File: src/rtl/mem_bridge_pkg.sv
// Shared definitions for cpu_mem_bridge: FSM state encoding, request side and
// kind tags, and the width of the SRAM latency counter.
// No ports; imported by the bridge.
package mem_bridge_pkg;

  typedef enum logic [1:0] {
    ST_IDLE   = 2'd0,  // waiting for a CPU request
    ST_ACCESS = 2'd1,  // single SRAM enable cycle
    ST_WAIT   = 2'd2,  // counting down remaining read latency
    ST_RESP   = 2'd3   // response valid, waiting for CPU ack
  } state_e;

  typedef enum logic {
    KIND_READ  = 1'b0,
    KIND_WRITE = 1'b1
  } kind_e;

  // Which CPU channel owns the access in flight.
  localparam logic SIDE_INST = 1'b0;
  localparam logic SIDE_DATA = 1'b1;

  // Latency counter width; supports read latencies 1..15.
  localparam int LAT_W = 4;

endpackage

File: src/rtl/cpu_mem_bridge.sv
// Purpose : serialises the CPU fetch and data channels onto one single-port
//           synchronous SRAM with a fixed read latency.
// Latency : request handshake at edge E -> read response valid from edge E+LATENCY;
//           stores complete one cycle after the handshake with no response.
// Backpr. : one access at a time; request acks stay low while busy and a
//           response is held until the matching CPU ack.
// Ports   : clk/resetn; inst_req_* / Inst_Req_Ack fetch request; inst_rdata /
//           Inst_Valid / Inst_Ack fetch response; mem_req_* / Mem_Req_Ack data
//           request; read_data / Read_data_Valid / Read_data_Ack load response;
//           sram_* SRAM port.
module cpu_mem_bridge
  import mem_bridge_pkg::*;
#(
  parameter int LATENCY = 1,
  parameter int ADDR_W  = 32,
  parameter int DATA_W  = 32
) (
  input  logic                clk,
  input  logic                resetn,
  // fetch request / response
  input  logic [ADDR_W-1:0]   inst_req_addr,
  input  logic                Inst_Req_Valid,
  output logic                Inst_Req_Ack,
  output logic [DATA_W-1:0]   inst_rdata,
  output logic                Inst_Valid,
  input  logic                Inst_Ack,
  // data request / load response
  input  logic                mem_req_valid,
  input  logic [ADDR_W-1:0]   mem_req_addr,
  input  logic [DATA_W/8-1:0] mem_req_wen,
  input  logic [DATA_W-1:0]   mem_req_wdata,
  output logic                Mem_Req_Ack,
  output logic [DATA_W-1:0]   read_data,
  output logic                Read_data_Valid,
  input  logic                Read_data_Ack,
  // SRAM port
  output logic                sram_en,
  output logic [DATA_W/8-1:0] sram_wen,
  output logic [ADDR_W-1:0]   sram_addr,
  output logic [DATA_W-1:0]   sram_wdata,
  input  logic [DATA_W-1:0]   sram_rdata
);

  localparam int STRB_W = DATA_W / 8;
  // ACCESS already covers the first latency cycle, so WAIT counts the rest.
  localparam logic [LAT_W-1:0] LAT_RELOAD = LAT_W'(LATENCY - 1);

  state_e              state_q;
  logic [LAT_W-1:0]    cnt_q;
  logic                side_q;
  kind_e               kind_q;
  logic                sram_en_q;
  logic [STRB_W-1:0]   sram_wen_q;
  logic [ADDR_W-1:0]   sram_addr_q;
  logic [DATA_W-1:0]   sram_wdata_q;
  logic [DATA_W-1:0]   inst_rdata_q;
  logic [DATA_W-1:0]   read_data_q;
  logic                inst_vld_q;
  logic                rd_vld_q;

  logic                idle;
  logic                mem_ack;
  logic                inst_ack;
  logic                req_fire;
  logic                req_side_d;
  logic [ADDR_W-1:0]   req_addr_d;
  logic [STRB_W-1:0]   req_wen_d;
  logic [DATA_W-1:0]   req_wdata_d;
  logic                capture_d;
  logic                resp_ack;

  // Acks are combinational in IDLE; data wins a collision with a fetch.
  // Gated by resetn so every output reads 0 while reset is held.
  assign idle     = (state_q == ST_IDLE) && resetn;
  assign mem_ack  = idle && mem_req_valid;
  assign inst_ack = idle && Inst_Req_Valid && !mem_req_valid;
  assign req_fire = mem_ack || inst_ack;

  // Request mux: fetches never write.
  assign req_side_d  = mem_req_valid ? SIDE_DATA     : SIDE_INST;
  assign req_addr_d  = mem_req_valid ? mem_req_addr  : inst_req_addr;
  assign req_wen_d   = mem_req_valid ? mem_req_wen   : '0;
  assign req_wdata_d = mem_req_valid ? mem_req_wdata : '0;

  // sram_rdata is valid on the edge ending ACCESS when LATENCY is 1,
  // otherwise on the edge where the WAIT countdown reaches 1.
  assign capture_d = ((state_q == ST_ACCESS) && (kind_q == KIND_READ) && (LATENCY == 1))
                  || ((state_q == ST_WAIT) && (cnt_q == LAT_W'(1)));

  // Only the ack of the channel that owns the response retires it.
  assign resp_ack = (side_q == SIDE_INST) ? Inst_Ack : Read_data_Ack;

  always_ff @(posedge clk or negedge resetn) begin
    if (!resetn) begin
      state_q      <= ST_IDLE;
      cnt_q        <= '0;
      side_q       <= SIDE_INST;
      kind_q       <= KIND_READ;
      sram_en_q    <= 1'b0;
      sram_wen_q   <= '0;
      sram_addr_q  <= '0;
      sram_wdata_q <= '0;
      inst_rdata_q <= '0;
      read_data_q  <= '0;
      inst_vld_q   <= 1'b0;
      rd_vld_q     <= 1'b0;
    end else begin
      case (state_q)
        ST_IDLE: begin
          if (req_fire) begin
            state_q      <= ST_ACCESS;
            sram_en_q    <= 1'b1;
            sram_addr_q  <= req_addr_d;
            sram_wen_q   <= req_wen_d;
            sram_wdata_q <= req_wdata_d;
            side_q       <= req_side_d;
            kind_q       <= (req_wen_d == '0) ? KIND_READ : KIND_WRITE;
          end
        end
        ST_ACCESS: begin
          sram_en_q  <= 1'b0;
          sram_wen_q <= '0;
          if (kind_q == KIND_WRITE) begin
            state_q <= ST_IDLE;  // store retired at this edge, no response
          end else if (LATENCY == 1) begin
            state_q <= ST_RESP;
          end else begin
            cnt_q   <= LAT_RELOAD;
            state_q <= ST_WAIT;
          end
        end
        ST_WAIT: begin
          cnt_q <= cnt_q - LAT_W'(1);
          if (cnt_q == LAT_W'(1)) begin
            state_q <= ST_RESP;
          end
        end
        ST_RESP: begin
          if (resp_ack) begin
            inst_vld_q <= 1'b0;
            rd_vld_q   <= 1'b0;
            state_q    <= ST_IDLE;
          end
        end
        default: state_q <= ST_IDLE;
      endcase

      // Response registers are loaded only on the capture edge and then
      // held stable through RESP.
      if (capture_d) begin
        if (side_q == SIDE_INST) begin
          inst_rdata_q <= sram_rdata;
          inst_vld_q   <= 1'b1;
        end else begin
          read_data_q <= sram_rdata;
          rd_vld_q    <= 1'b1;
        end
      end
    end
  end

  assign Inst_Req_Ack    = inst_ack;
  assign Mem_Req_Ack     = mem_ack;
  assign inst_rdata      = inst_rdata_q;
  assign Inst_Valid      = inst_vld_q;
  assign read_data       = read_data_q;
  assign Read_data_Valid = rd_vld_q;
  assign sram_en         = sram_en_q;
  assign sram_wen        = sram_wen_q;
  assign sram_addr       = sram_addr_q;
  assign sram_wdata      = sram_wdata_q;

endmodule
File: config.mk
export PLATFORM = sky130hd
export DESIGN_NAME = cpu_mem_bridge
export DESIGN_NICKNAME = d
export VERILOG_FILES = /design/src/rtl/mem_bridge_pkg.sv /design/src/rtl/cpu_mem_bridge.sv
export SDC_FILE = /design/constraint.sdc
export NUM_CORES = 1
export LEC_CHECK = 0
export ABC_AREA = 1
export BUFFER_PORTS_ARGS = -buffer_cell sky130_fd_sc_hd__buf_2
export CAP_MARGIN = 20
export CORE_MARGIN = 4
export CORE_UTILIZATION = 40
export CTS_CLUSTER_DIAMETER = 50
export DETAILED_ROUTE_END_ITERATION = 6
export GPL_ROUTABILITY_DRIVEN = 0
export PLACE_DENSITY_LB_ADDON = 0.08
export SLEW_MARGIN = 20
export SYNTH_ARGS = -nofsm -noshare
export SYNTH_HDL_FRONTEND = slang
export SYNTH_SLANG_ARGS = --single-unit
File: constraint.sdc
create_clock -name clk -period 1.73 [get_ports clk]
set_input_delay 0.173 -clock clk [delete_from_list [all_inputs] [get_ports clk]]
set_output_delay 0.173 -clock clk [all_outputs]
set_load 0.05 [all_outputs]
Word-level counts from Yosys, hierarchy flattened. Index checks and enable logic that the tools add are counted.

Reductions and logical operators: 17. $add $sub $neg: 1. Bitwise logic cells: 2. Muxes and demuxes: 23. Equality and inequality tests: 7.

Operators with widths (count): 32-bit two-way mux (2); 1-bit two-way mux (12); 2-bit two-way mux (4); 4-bit two-way mux (2); 2-bit one-hot mux with 4 select lines (1); 4-bit one-hot mux with 2 select lines (1); 2-bit AND reduction (4); 1-bit logical AND (6); 2-bit equality test, second input constant (2); 4-bit by 1-bit equality test with 1-bit output, second input constant (1); 4-bit zero test (1); 2-bit != test, second input constant (2); 4-bit by 1-bit subtractor with 4-bit output, second input constant (1); 3-bit AND reduction (1); 2-bit by 1-bit equality test with 1-bit output, second input constant (1); 2-bit zero test (1); 1-bit logical OR (2); 2-bit by 1-bit != test with 1-bit output, second input constant (1); 1-bit inverter (2); 1-bit one-hot mux with 2 select lines (1); 2-bit nonzero test (1); 1-bit zero test (1).

Output and inout bits: 137. Bits in registers: 143. Logic and storage cells: 62. Input bits: 138.

Longest topological paths before layout. Gate-level depths: netlist (run 1).

Depth in word-level cells: 7. Gate-level depth with buffers: 8. Mapped depth without buffers: 8.

Worst setup path before layout (run 1). Ideal clock, no wire load.

Path type: register -> register. From: register state_q[1]. To: register side_q. Path slack: 0.384 ns. Cell stages (with the launch flop): 5. Library setup time: 0.141 ns. Path buffers: 0. Clock period less this slack: 1.346 ns. Data arrival time: 1.205 ns. Cell sequence: dfrtp_1 nor2_1 nand3_1 inv_1 o21ai_0.

Longest elaborated chain between the ends: 6. Elaborated cells between the ends (all ways): 7. Those cells by class: 7 x reduce/logical.

RTL lines: start: declaration (line cpu_mem_bridge.sv:48) `state_e state_q;`; start signal: assignment (line cpu_mem_bridge.sv:95) `state_q <= ST_IDLE;`; start signal: assignment (line cpu_mem_bridge.sv:111) `state_q <= ST_ACCESS;`; start signal: assignment (line cpu_mem_bridge.sv:124) `state_q <= ST_IDLE;`; 2-bit zero test (line cpu_mem_bridge.sv:74) `assign idle = (state_q == ST_IDLE) && resetn;`; 1-bit logical AND (line cpu_mem_bridge.sv:74); 1-bit logical AND (2 in series) (line cpu_mem_bridge.sv:76) `assign inst_ack = idle && Inst_Req_Valid && !mem_req_valid;`; named net Inst_Req_Ack (line cpu_mem_bridge.sv:23) `output logic Inst_Req_Ack,`; 1-bit logical OR (line cpu_mem_bridge.sv:77) `assign req_fire = mem_ack || inst_ack;`; 2-bit AND reduction (no source line); end signal: assignment (line cpu_mem_bridge.sv:116) `side_q <= req_side_d;`; end: declaration (line cpu_mem_bridge.sv:50) `logic side_q;`.

The timed path passes the listed nets, and every way through them passes these cells. A chain may end at the register's enable or synchronous reset.

Final worst setup path (run 1).
From: register state_q[1]. To: output port Mem_Req_Ack.

Longest elaborated chain between the ends: 3.

RTL lines: 2-bit zero test (line cpu_mem_bridge.sv:74); 1-bit logical AND (line cpu_mem_bridge.sv:74); 1-bit logical AND (line cpu_mem_bridge.sv:75) `assign mem_ack = idle && mem_req_valid;`; end: declaration (line cpu_mem_bridge.sv:32) `output logic Mem_Req_Ack,`.

Every way passes these cells.

==> results of run 1 <==
-- state kept, by name, summed over array words and instances, names as in the netlist --
register / flops
inst_rdata: 32
read_data: 32
sram_addr: 32
sram_wdata: 32
cnt_q: 4
sram_wen: 4
state_q: 2
Inst_Valid: 1
Read_data_Valid: 1
kind_q: 1
side_q: 1
sram_en: 1
-- layout make-up --
type / instances / area [µm²]
multi-input combinational: 538 / 2212
timing repair buffer: 331 / 1988
clock buffer: 19 / 432.9
inverter: 14 / 52.55
sequential: 143 / 3578
clock inverter: 13 / 187.7
fill: 1391 / 6017
tap: 184 / 230.2
-- kinds of logic (layout without fill, tap and decap cells) --
logic type / Yosys count / after routing
and+or+nand+nor: 510 / 510
DFF: 143 / 143
buffers and inverters: 56 / 377
AOI/OAI and AO/OA: 23 / 23
xor gates and xnor gates: 3 / 3
adders and majority gates: 2 / 2
-- through the flow --
step / instances / cell area (µm²) / setup WS, ns / total power, mW
global route: 1242 / 8682 / 0.004232 / 21.85
detailed placement: 1169 / 7639 / 0.2619 / 16.81
CTS: 1240 / 8655 / 0.02176 / 20.80
global placement: 1169 / 7639 / 0.3012 / 16.72
finish: 1242 / 8682 / 0.1079 / 20.64
floorplan: 737 / 6057 / 0.3841 / 13.94
-- per-layer routing --
layer,global-route usage (%),vias to the layer above
met5,0,-
met1,26.73,2676
li1,-,2901
met2,34.35,199
met4,4.719,0
met3,6.969,14
-- power groups by stage --
stage | Sequential [mW] | Combinational (mW) | Clock, mW
floorplan | 11.3 | 2.61 | 0
global placement | 5.90 | 10.8 | 0
detailed placement | 5.90 | 10.9 | 0
CTS | 5.90 | 11.0 | 3.93
global route | 6.11 | 11.7 | 4.09
finish | 5.90 | 10.9 | 3.85
-- synthesized netlist by cell type --
library cell  count  area, µm²
nand2_1         430       1614
dfrtp_1         143       3578
nand3_1          73      365.4
o21ai_0          21      105.1
clkbuf_1         15      56.30
buf_2            12      60.06
inv_1            10      37.54
buf_4             9      67.56
nor2_1            5      18.77
buf_1             3      11.26
buf_6             3      33.78
clkinv_1          2      7.510
ha_1              2      25.02
inv_2             2      7.510
xnor2_1           2      17.52
nand4_1           1      6.260
o211ai_4          1      21.27
o21ai_2           1      8.760
or2_2             1      6.260
xor2_1            1      8.760
-- worst max-delay path, delay by kind of cell (launching register included) --
kind / cells / cell delay [ns]
buffers and inverters: 2 / 0.29
flip-flops: 1 / 0.43
AND/OR/NAND/NOR: 2 / 0.32
-- worst min-delay path by stage --
stage / startpoint / endpoint
floorplan: resetn / Inst_Valid
global placement: resetn / sram_addr[12]
detailed placement: resetn / sram_addr[7]
CTS: sram_rdata[20] / read_data[20]
global route: sram_rdata[20] / read_data[20]
finish: sram_rdata[20] / read_data[20]
-- what timing repair did --
| action | CTS | global route |
|---|---|---|
| hold buffers | 39 | 2 |
| endpoints found under the setup margin | 2 | 2 |
| hold endpoints to repair | 91 | 2 |
| gates resized for setup | 2 | 2 |
| pin swaps | 0 | 0 |
==> flow_summary.yaml, run 1 <==
route:
  wl_met3_um: 1298
  wl_um: 17970
  vias: 5790
  drtIter0Drc: 309
  drc: 0
  drt-met1-wl_um: 7591
  routedWlPerCell_um: 14.47
  top_layer_used: "met4"
  dr.pass1.iters: 4
  antenna_left: 0
  via_per_inst: 4.662
  wl_met2_um: 8879
logic_synthesis:
  synth_xor_area_share_pct: 0.4338
  synth_top_family_by_area: "simple AND/OR/NAND/NOR gates"
  synthCells: 737
  synth_mux_area_share_pct: 0
  synth_seq_area_share_pct: 59.08
  syn_avg_cell_area_um2: 8.219
  ys_ff_latch: 143
  synth-simple-area-share_pct: 33.20
  synth_compound_area_share_pct: 2.231
  yosysWarnings: 0
  synth_cell_types: 20
  syn_nets: 877
  synthAdderAreaFrac_pct: 0.4131
  netlist_area_mm2: 0.006057
global_routing:
  grt_max_degree: 101
  antenna_found_initial: 0
  grt-ovfl-total: 0
  grt_util_all_layers_pct: 20.81
  first_global_vias: 5520
  grt_pass1_wl_um: 28010
timing:
  rsz0062_at_grt: "false"
  worstMarginPinSlew_ns: 0.5678
  maxSlewViolCount: 0
  final-setup-viol-count: 0
  slew_headroom_pct: 62.15
  post-route-period-util_pct: 93.77
  fin_hold_ws_ns: 0.01761
  finalHoldViolCount: 0
  tns_ns: 0
  finalClockSkew_ns: 0.005424
  max_freq_mhz: 616.5
  min_period_ns: 1.622
final_layout:
  fin_util_pct: 59.07
  nNetsFinal: 1185
  diodes: 0
  final_cell_mix: "nand2_1, buf_2, dfrtp_1, nand3_1, dlygate4sd3_1"
  syn_to_final_growth_pct: 43.34
  drive_above_1_share_pct: 30.81
  layout_commonest_cell: "nand2_1"
placement:
  dp_hpwl_um: 12030
  port_buffers: 274
worst_setup_path:
  start_kind: "register"
  required_ns: 1.56
  worst-setup-path-type: "reg -> out"
  r2r-end: "inst_rdata[9]"
  worstSetupStartpoint: "state_q[1]"
  cpMaxStageDelayCell: "dfrtp_1"
  path_max_fanout: 4
  r2r-start: "state_q[0]"
  endpoint_kind: "primary output"
  rr_worst_depth: 7
  crit_path_max_incr_delay_ns: 0.43
  r2r_slack_ns: 0.24
  worstPathArrival_ns: 1.45
  path_cells: "nor2_4 -> nand3_1 -> clkinv_1 -> buf_4"
  crit_end: "Mem_Req_Ack"
min_path:
  hold_class: "in -> reg"
  holdPathStages: 3
pwr:
  p_clk_share_pct: 18.7
  p_int_mw: 9.829
  max-vdd-ir-drop_v: 0.001431
  power.density_mw_per_mm2: 2378
  power_switching_mw: 10.81
  seqPwrFrac_pct: 28.6
  p_comb_share_pct: 52.8
  p_leak_nw: 5.019
  switching_share_pct: 52.39
die:
  row_count: 44
  die_w_um: 131.1
  core_mm2: 0.01470
  die_h_um: 131.1
  die_area_mm2: 0.01718
  initial_core_util_pct: 41.21
  ioPinCount: 275
clock_tree:
  cts_sinks: 143
  clk_pin_slew_ns: 0.06
  cts.path.max_buffers: 2
  cts_tree: "yes"
  post_cts_buffers: 0
  numCtsBuffers: 17
  cts_root_buffer: "clkbuf_16"
  h-tree-depth: 4
  clock_latency_ns: 0.41
flow_run:
  maxCapViolCount: 0
outcome:
  status: "completed"
Power figures use the tool's default switching activity.
==> inputs of run 2 (changes only) <==
==> constraint.sdc (replaced) <==
create_clock -name clk -period 1.73 [get_ports clk]
set_input_delay 0 -clock clk [delete_from_list [all_inputs] [get_ports clk]]
set_output_delay 0 -clock clk [all_outputs]
set_load 0.05 [all_outputs]
==> run 2 against run 1 <==
  * Sequential share of layout area shrank 4.1 points
  * Die area is the same
  * Critical path type unchanged
  * Clock power barely moved
  * Critical endpoint unchanged
  * Highest routed layer unchanged
  * Non-clock buffer count grew 97
  * Clock skew is essentially flat
  * Power increased by 1.3%
==> flow_summary.yaml, run 2 (synthesized netlist as in run 1, its figures left out) <==
route:
  via_per_inst: 4.685
  top_layer_used: "met4"
  vias: 6283
  wl_met2_um: 9137
  drc: 0
  drt-met1-wl_um: 7831
  dr.pass1.iters: 4
  wl_um: 18930
  routedWlPerCell_um: 14.12
  drtIter0Drc: 303
  antenna_left: 0
  wl_met3_um: 1314
die:
  row_count: 44
  die_area_mm2: 0.01718
  core_mm2: 0.01470
  die_w_um: 131.1
  ioPinCount: 275
  die_h_um: 131.1
  initial_core_util_pct: 41.21
worst_setup_path:
  crit_path_frequent_cell: "buf_8"
  r2r-end: "state_q[0]"
  worst-setup-path-type: "reg -> out"
  r2r_slack_ns: 0.28
  cpMaxStageDelayCell: "dfrtp_1"
  worstPathArrival_ns: 1.61
  path_max_fanout: 19
  start_kind: "register"
  path_cells: "nor2_1 -> buf_4 -> nand3_1 -> clkinv_1 -> buf_8 -> buf_8"
  endpoint_kind: "primary output"
  required_ns: 1.73
  r2r-start: "side_q"
  rr_worst_depth: 5
  crit_path_max_incr_delay_ns: 0.41
clock_tree:
  clock_latency_ns: 0.41
  numCtsBuffers: 17
  cts_sinks: 143
  clk_pin_slew_ns: 0.06
  h-tree-depth: 4
  cts_root_buffer: "clkbuf_16"
  cts.path.max_buffers: 2
  cts_tree: "yes"
timing:
  worstMarginPinSlew_ns: 0.7127
  post-route-period-util_pct: 92.81
  tns_ns: 0
  slew_headroom_pct: 52.49
  fin_hold_ws_ns: 0.04594
  maxSlewViolCount: 0
  final-setup-viol-count: 0
  finalClockSkew_ns: 0.005918
  max_freq_mhz: 622.8
  finalHoldViolCount: 0
  min_period_ns: 1.606
pwr:
  p_leak_nw: 5.440
  power.density_mw_per_mm2: 2167
  p_int_mw: 10.10
  switching_share_pct: 51.73
  power_switching_mw: 10.82
  p_comb_share_pct: 53.3
  seqPwrFrac_pct: 28.2
  p_clk_share_pct: 18.4
  max-vdd-ir-drop_v: 0.001002
global_routing:
  grt_max_degree: 89
  antenna_found_initial: 1
  grt_util_all_layers_pct: 21.95
  first_global_vias: 6005
  grt-ovfl-total: 0
  grt_pass1_wl_um: 29680
placement:
  dp_hpwl_um: 12190
  port_buffers: 274
min_path:
  holdPathStages: 3
  hold_end: "sram_wen[0]"
  hp-start: "mem_req_valid"
  hold_class: "in -> reg"
final_layout:
  nNetsFinal: 1282
  drive_above_1_share_pct: 28.31
  syn_to_final_growth_pct: 59.35
  layout_commonest_cell: "nand2_1"
  final_cell_mix: "nand2_1, buf_2, dfrtp_1, dlygate4sd3_1, nand3_1"
outcome:
  status: "completed"
flow_run:
  maxCapViolCount: 0
run 2: metrics by stage:
stage	instance area, µm²	power, mW	worst slack [ns]	instances	utilization [%]
global route	9649	22.11	-0.002432	1340	65.65
detailed placement	7641	16.85	0.2945	1171	51.98
finish	9652	20.91	0.1243	1341	65.66
CTS	9628	21.03	0.003952	1339	65.50
floorplan	6057	13.94	0.3841	737	-
global placement	7641	16.76	0.3247	1171	51.98
run 2: layer usage:
layer | up-vias | GRT usage [%]
li1 | 3103 | -
met1 | 2922 | 27.89
met2 | 213 | 35.33
met3 | 45 | 5.511
met4 | 0 | 10.22
met5 | - | 0
run 2: how the worst max path moves through the flow:
stage               startpoint             to  slack (ns)  depth (start not counted)
global route        state_q[0]    Mem_Req_Ack      -0.002                          6
detailed placement    cnt_q[1]  read_data[14]        0.29                          8
finish              state_q[0]    Mem_Req_Ack        0.12                          6
floorplan           state_q[1]         side_q        0.38                          4
CTS                 state_q[0]    Mem_Req_Ack       0.004                          6
global placement      cnt_q[1]  read_data[25]        0.32                          8
run 2: area by class of cell:
cell class	instances	area (µm²)
fillers	1238	5047
flip-flops and latches	143	3578
repair buffers	428	2958
multi-input cells	538	2205
clock buffers	21	460.4
well taps	184	230.2
clock inverters	11	162.7
inverters	14	52.55
diodes	2	5.005
run 2: worst max-delay path, delay by kind of cell, from the launching register on:
kind | cells | cell delay, ns
flip-flops | 1 | 0.41
buffers and inverters | 4 | 0.56
AND/OR/NAND/NOR | 2 | 0.21
run 2: power by group through the flow:
stage          combinational, mW  sequential (mW)  clock (mW)
2_1_floorplan               2.61             11.3           0
3_3_place_gp                10.8             5.92           0
3_5_place_dp                10.9             5.93           0
4_1_cts                     11.2             5.92        3.93
5_1_grt                     11.9             6.11        4.07
6_report                    11.1             5.91        3.86
run 2: what timing repair did:
item | CTS | global route
setup endpoints to repair | 1 | 1
endpoints found under the hold margin | 199 | 0
hold buffers | 136 | 0
setup buffers | 0 | 0
gates resized for setup | 1 | 4
==> inputs of run 3 (changes only) <==
==> constraint.sdc (replaced) <==
create_clock -name clk -period 1.73 [get_ports clk]
set_input_delay 0 -clock clk [delete_from_list [all_inputs] [get_ports clk]]
set_output_delay 0 -clock clk [all_outputs]
set_load 0.1 [all_outputs]
==> run 3 against run 2 <==
  * Critical path depth unchanged
  * Sequential share of layout area is 0.10 points higher
  * Worst setup slack lost 0.0093 ns
  * Register-to-register slack worse by 0.05 ns
  * Hold slack lost 0.019 ns
  * Clock skew up 0.00097 ns
  * Final area is 0.27% lower
  * Critical path type unchanged
  * Critical endpoint unchanged
  * Highest routed layer unchanged
==> flow_summary.yaml, run 3 (synthesized netlist as in run 1, its figures left out) <==
outcome:
  status: "completed"
route:
  vias: 6202
  dr.pass1.iters: 5
  via_per_inst: 4.632
  drc: 0
  antenna_left: 0
  routedWlPerCell_um: 14.28
  wl_um: 19120
  drtIter0Drc: 231
global_routing:
  grt_util_all_layers_pct: 22.50
  grt-ovfl-total: 0
  antenna_found_initial: 2
  grt_max_degree: 135
  first_global_vias: 6274
  grt_pass1_wl_um: 30460
worst_setup_path:
  worstPathArrival_ns: 1.61
  cp_top_family: "buffers and inverters"
  endpoint_kind: "primary output"
  crit_buf_inv: 4
  required_ns: 1.73
  path_depth: 6
  path_cells: "nor2_1 -> buf_4 -> nand3_1 -> clkinv_1 -> buf_8 -> buf_12"
  path_max_fanout: 19
  crit_path_max_incr_delay_ns: 0.41
  worst-setup-path-type: "reg -> out"
  cpMaxStageDelayCell: "dfrtp_1"
  start_kind: "register"
  rr_worst_depth: 5
timing:
  slew_headroom_pct: 51.27
  fin_hold_ws_ns: 0.02713
  finalClockSkew_ns: 0.006883
  worstMarginPinSlew_ns: 0.7309
  max_freq_mhz: 619.2
  final-setup-viol-count: 0
  post-route-period-util_pct: 93.35
  tns_ns: 0
  finalHoldViolCount: 0
  min_period_ns: 1.615
  maxSlewViolCount: 0
die:
  initial_core_util_pct: 41.21
  ioPinCount: 275
  die_h_um: 131.1
  row_count: 44
  core_mm2: 0.01470
  die_area_mm2: 0.01718
  die_w_um: 131.1
clock_tree:
  clk_pin_slew_ns: 0.06
  post_cts_buffers: 0
  cts_root_buffer: "clkbuf_16"
  cts.path.max_buffers: 2
  cts_sinks: 143
  cts_tree: "yes"
  h-tree-depth: 4
  clock_latency_ns: 0.42
  numCtsBuffers: 17
final_layout:
  syn_to_final_growth_pct: 58.91
  drive_above_1_share_pct: 28.04
  nNetsFinal: 1281
  layout_commonest_cell: "nand2_1"
  final_cell_mix: "nand2_1, buf_2, dfrtp_1, dlygate4sd3_1, nand3_1"
  nFillCells: 1230
placement:
  port_buffers: 274
  dp_hpwl_um: 12040
min_path:
  hold_class: "in -> async"
flow_run:
  maxCapViolCount: 0
[run 3: cell count changes in the layout (fill, tap and decap cells not counted), sizes merged]
cell | before | now
clkbuf | 21 | 25
bufinv | 4 | 1
clkinv | 6 | 4
buf | 292 | 291
clkinvlp | 3 | 2
diode | 2 | 3
[run 3: final timing paths]
kind	startpoint	end	slack (ns)
setup / recovery	state_q[0]	Mem_Req_Ack	0.12
hold / removal	resetn	sram_wen[3]	0.03
setup reg to reg	side_q	state_q[0]	0.23
hold reg to reg	inst_rdata[6]	inst_rdata[6]	0.46
max in group asynchronous	resetn	sram_wdata[16]	0.75
min in group clk	mem_req_valid	sram_wen[3]	0.04
[run 3: routing by layer]
metal	track usage [%]	wire, µm	vias up
li1	-	-	3095
met1	27.55	7848	2876
met2	37.87	9570	201
met3	5.632	1297	30
met4	9.498	403	0
met5	0	0	-
[run 3: cell type report]
type                            instances  area (µm²)  area share (%)
Inverter                               14       52.55          0.5460
Sequential cell                       143        3578           37.18
Antenna cell                            3       7.507         0.07799
Clock buffer                           25       505.5           5.252
Multi-Input combinational cell        538        2205           22.90
Timing Repair Buffer                  427        2992           31.08
Clock inverter                          5       55.05          0.5719
Tap cell                              184       230.2           2.392
[run 3: worst register-to-register path, cell delays in order (launching register included)]
cell	delay [ns]
dfrtp_1	0.44
clkinv_1	0.14
nand2_1	0.10
nand3_1	0.11
dlygate4sd3_1	0.59
nand2_1	0.07
[run 3: timing repair]
action,CTS,global route
endpoints found under the setup margin,0,1
hold buffers,136,0
resized for setup,0,2
endpoints found under the hold margin,280,0
[run 3: metrics by stage]
| step | area, µm² | setup WS (ns) | instances | utilization (%) |
|---|---|---|---|---|
| 2_1_floorplan | 6057 | 0.06255 | 737 | - |
| 3_3_place_gp | 7689 | 0.3225 | 1170 | 52.31 |
| 3_5_place_dp | 7689 | 0.2734 | 1170 | 52.31 |
| 4_1_cts | 9610 | 0.01233 | 1336 | 65.38 |
| 5_1_grt | 9623 | -0.002213 | 1338 | 65.47 |
| 6_report | 9625 | 0.1150 | 1339 | 65.48 |
Power of run 3 is not shown: default switching activity piles up to over one toggle a cycle in this logic, so the estimate is an artifact.
